### src/rtl/piso_serializer.sv
// Parallel-in/serial-out shifter with a one-word holding buffer, so a new word can
// be loaded while the current one shifts out; bits advance on each shift_en tick.
module piso_serializer #(
  parameter int DATA_W     = 8,
  parameter bit LSB_FIRST  = 1'b0,
  parameter bit IDLE_LEVEL = 1'b0
) (
  input  logic              clk,
  input  logic              rst,
  input  logic              in_valid,
  input  logic [DATA_W-1:0] in_data,
  output logic              in_ready,
  input  logic              shift_en,
  output logic              ser_out,
  output logic              ser_valid,
  output logic              ser_last,
  output logic              busy
);

  localparam int CNT_W = $clog2(DATA_W);
  localparam logic [CNT_W-1:0] CNT_LAST = CNT_W'(DATA_W - 1);

  typedef enum logic {
    IDLE  = 1'b0,
    SHIFT = 1'b1
  } state_t;

  state_t              state_q, state_d;
  logic [DATA_W-1:0]   buf_q, buf_d;
  logic                buf_full_q, buf_full_d;
  logic [DATA_W-1:0]   shreg_q, shreg_d;
  logic [CNT_W-1:0]    cnt_q, cnt_d;
  logic                accept;

  // Move the next bit toward whichever end drives ser_out, filling with zero.
  function automatic logic [DATA_W-1:0] shift_one(input logic [DATA_W-1:0] v);
    if (LSB_FIRST) return {1'b0, v[DATA_W-1:1]};
    else           return {v[DATA_W-2:0], 1'b0};
  endfunction

  always_comb begin
    state_d    = state_q;
    buf_d      = buf_q;
    buf_full_d = buf_full_q;
    shreg_d    = shreg_q;
    cnt_d      = cnt_q;
    accept     = in_valid && !buf_full_q;

    case (state_q)
      IDLE: begin
        if (buf_full_q) begin
          shreg_d    = buf_q;
          buf_full_d = 1'b0;
          cnt_d      = '0;
          state_d    = SHIFT;
        end
      end
      SHIFT: begin
        if (shift_en) begin
          if (cnt_q != CNT_LAST) begin
            shreg_d = shift_one(shreg_q);
            cnt_d   = cnt_q + CNT_W'(1);
          end else if (buf_full_q) begin
            // Reload straight from the buffer so consecutive words have no gap bit.
            shreg_d    = buf_q;
            buf_full_d = 1'b0;
            cnt_d      = '0;
          end else begin
            state_d = IDLE;
          end
        end
      end
      default: state_d = IDLE;
    endcase

    // Accept only when empty, so it can never collide with a transfer out of buf_q.
    if (accept) begin
      buf_d      = in_data;
      buf_full_d = 1'b1;
    end
  end

  always_ff @(posedge clk or posedge rst) begin
    if (rst) begin
      state_q    <= IDLE;
      buf_full_q <= 1'b0;
      cnt_q      <= '0;
      shreg_q    <= '0;
    end else begin
      state_q    <= state_d;
      buf_full_q <= buf_full_d;
      cnt_q      <= cnt_d;
      shreg_q    <= shreg_d;
    end
  end

  always_ff @(posedge clk) begin
    buf_q <= buf_d;
  end

  assign in_ready  = !buf_full_q;
  assign ser_valid = (state_q == SHIFT);
  assign ser_last  = (state_q == SHIFT) && (cnt_q == CNT_LAST);
  assign ser_out   = (state_q == SHIFT) ? (LSB_FIRST ? shreg_q[0] : shreg_q[DATA_W-1])
                                        : IDLE_LEVEL;
  assign busy      = (state_q == SHIFT) || buf_full_q;

endmodule

### config.mk
export PLATFORM = sky130hd
export DESIGN_NAME = piso_serializer
export DESIGN_NICKNAME = d
export VERILOG_FILES = /design/src/rtl/piso_serializer.sv
export SDC_FILE = /design/constraint.sdc
export NUM_CORES = 1
export LEC_CHECK = 0
export CAP_MARGIN = 20
export CORE_AREA = 2 2 75 48
export DETAILED_ROUTE_END_ITERATION = 16
export DIE_AREA = 0 0 77 50
export PLACE_DENSITY = 0.61
export SYNTH_ARGS = -nofsm -noshare
export SYNTH_HDL_FRONTEND = slang
export SYNTH_SLANG_ARGS = --single-unit
export TNS_END_PERCENT = 5
### constraint.sdc
create_clock -name clk -period 1.6 [get_ports clk]
set_input_delay 0.32 -clock clk [delete_from_list [all_inputs] [get_ports clk]]
set_output_delay 0.32 -clock clk [all_outputs]
set_load 0.05 [all_outputs]
==> impl_metrics.tcl, run 1 <==
set metrics [dict create \
    status "complete, but fails checks" \
    violations "setup timing" \
    p_clk_share_pct 19.5 \
    initial_core_util_pct 30.02 \
    drive_above_1_share_pct 34.74 \
    power_frac_seq_pct 43.6 \
    rsz0062_at_grt "true" \
    cts_max_level 1 \
    total_power_uw 1703 \
    power_frac_comb_pct 36.8 \
    grt_pass1_vias 682 \
    syn_inst 67 \
    fp.coreArea_um2 3163 \
    swShare_pct 29.07 \
    ir_drop_mv 0.5096 \
    fin_util_pct 42.56 \
    clock.fmax_mhz 610.0 \
    avgSynthCellArea_um2 14.17 \
    route.detailed.drc 0 \
    vias 621 \
    cp.arrival_ps 1320 \
    gr-total-overflow 0 \
    worstSetupEndpointType "primary output" \
    yosysMostFrequentCell "dfrtp_1" \
    grt_max_degree 14 \
    cp_max_fo 4 \
    async_flop_share_pct 61.90 \
    setup_viol 1 \
    p_per_area_nw_per_um2 1265 \
    yosysSeqAreaShare_pct 59.55 \
    cts_hold_buf 0 \
    tritoncts "yes" \
    power_leakage_uw 0.0005538 \
    slew_viol_final 0 \
    fin_nets 111 \
    synth.largest_area_cell "dfrtp_1" \
    clk_path_buf_depth 2 \
    dp_slack_ps -101.4 \
    fin_crit_sh_pct 102.5 \
    grt_pass1_wl_um 3118 \
    synth_cell_types 27 \
    synth_warnings 0 \
    drtIter0Drc 16 \
    worstSetupStartpointType "register" \
    fin_worst_skew_ps 3.724 \
    die_h_um 50 \
    synth_area_leaders "dfrtp_1 (34%), edfxtp_1 (25%), ha_1 (4.0%)" \
    maxCapViolations 0 \
    io_buffers 16 \
    viasPerCell 4.436 \
    critPathKind "register to primary output" \
    p_sw_uw 494.9 \
    clock-root-buffer "clkbuf_8" \
    antenna_found_initial 0 \
    worst_pin_slew_ps 473.8 \
    synth_ff_type "dfrtp_1" \
    synthToLayoutAreaGrowth_pct 41.77 \
    place_area_um2 1252 \
    p_int_uw 1208 \
    ant_nets 0 \
    place.gp.congestion 0.7547 \
    die_x_um 77 \
    place_hpwl_um 1356 \
    ys_ff_latch 21 \
    final_area_um2 1346 \
    wl_per_cell_um 12.76 \
    min_period_ps 1639 \
    setup_ws_ps -39.25 \
    holdWs_ps 379.6 \
    crit_required_ps 1280 \
    grt_use_total_pct 10.76 \
    slew_headroom_pct 68.38 \
    clk_latency_ps 250 \
    core.rowCount 16 \
    synthTopCellsByCount "dfrtp_1 (13), edfxtp_1 (8), inv_1 (5)" \
    synth_top_area_share_pct 34.26 \
    synthesis.area_um2 949.7 \
    cts_buffers 3 \
    diodes 0 \
    clk_pin_slew_worst_paths_ps 70 \
    synth_edf_count 8 \
    dr.pass1.iters 4 \
    hold_viol 0 \
    synth_nets 82 \
    io_pins 17 \
    hold_class "primary input to asynchronous set/reset pin" \
    dieArea_um2 3850 \
    wirelength_um 1786 \
    cts_num_sinks 21 \
]
kinds of logic (layout without fill, tap and decap cells):
| family | after synthesis | in the layout | share of synthesized area (%) |
|---|---|---|---|
| AO/OA/AOI/OAI | 16 | 16 | 17.92 |
| adder cells (fa/ha/maj) | 3 | 3 | 3.953 |
| buffers and inverters | 6 | 34 | 3.162 |
| flip-flops | 21 | 21 | 59.55 |
| multiplexers | 1 | 1 | 1.186 |
| AND/OR/NAND/NOR | 20 | 20 | 14.23 |
path summary, 6_finish.rpt:
check                                startpoint                endpoint  slack (ps)  depth (start not counted)
max                        cnt_q[1]$_DFFE_PP0P_                ser_last         -40                          4
max in group asynchronous                   rst  shreg_q[5]$_DFFE_PP0P_         900                          2
min in group clk             buf_q[0]$_DFFE_PP_  shreg_q[0]$_DFFE_PP0P_         480                          1
min reg2reg                  buf_q[0]$_DFFE_PP_  shreg_q[0]$_DFFE_PP0P_         480                          1
min                                         rst    cnt_q[0]$_DFFE_PP0P_         380                          2
max reg2reg                cnt_q[1]$_DFFE_PP0P_  shreg_q[5]$_DFFE_PP0P_          40                          5
layout by cell type (no fill, tap or decap), drive strengths merged:
cell	count
a21boi	1
a21oi	1
a221o	3
a22o	3
a2bb2oi	1
a31o	1
and2	5
and2b	1
and3b	1
buf	14
clkbuf	4
clkdlybuf4s50	11
dfrtp	13
edfxtp	8
ha	3
inv	5
mux2	1
nand2	2
nand2b	5
nor2	3
nor2b	2
o221a	4
o22ai	1
o2bb2ai	1
or2	1
per-layer routing:
| layer | wire [µm] | track usage [%] | up-vias |
|---|---|---|---|
| met4 | 17 | 4.464 | 0 |
| met3 | 107 | 4.762 | 2 |
| li1 | - | - | 302 |
| met1 | 801 | 12.49 | 302 |
| met5 | 0 | 0 | - |
| met2 | 860 | 17.54 | 15 |
critical path, stage by stage (launching register included):
cell and delay (ps):
dfrtp_1 390, ha_2 210, ha_4 180, and2_4 140, buf_12 140
final cells by class:
class | instances | area, µm²
clock buffers | 4 | 45.04
fillers | 310 | 1817
inverters | 5 | 18.77
multi-input cells | 40 | 382.9
flip-flops and latches | 21 | 565.5
well taps | 45 | 56.30
repair buffers | 25 | 277.8
power groups by stage:
stage	Combinational, µW	Sequential (µW)	Clock (µW)
6_report	627	743	333
5_1_grt	675	755	371
4_1_cts	605	741	346
3_5_place_dp	561	741	0
3_3_place_gp	539	739	0
2_1_floorplan	332	735	0
state kept, by name, indices dropped and copies added, names as in the netlist:
name	flops
cnt_q	3
ser_valid	1
shreg_q	8
buf_full_q	1
buf_q	8
timing repair:
action	in CTS	in global routing
endpoints found under the setup margin	9	6
pin swaps	1	0
gates resized for setup	4	2
setup buffers	2	1
metrics by stage:
stage	cells	TNS, ps
global route	140	-106.1
finish	140	-39.25
CTS	139	-29.89
global placement	133	-402.5
floorplan	67	0
detailed placement	133	-740.3
Power figures use the tool's default switching activity.
==> inputs of run 2 (changes only) <==
--- a/config.mk
+++ b/config.mk
@@ -7,10 +7,11 @@
 export LEC_CHECK = 0
 export CAP_MARGIN = 20
 export CORE_AREA = 2 2 75 48
+export CTS_CLUSTER_DIAMETER = 100
 export DETAILED_ROUTE_END_ITERATION = 16
 export DIE_AREA = 0 0 77 50
 export PLACE_DENSITY = 0.61
 export SYNTH_ARGS = -nofsm -noshare
 export SYNTH_HDL_FRONTEND = slang
 export SYNTH_SLANG_ARGS = --single-unit
-export TNS_END_PERCENT = 5
+export TNS_END_PERCENT = 20
==> results of run 2 <==
Final layout, timing and power as in run 1 (identical DEF).
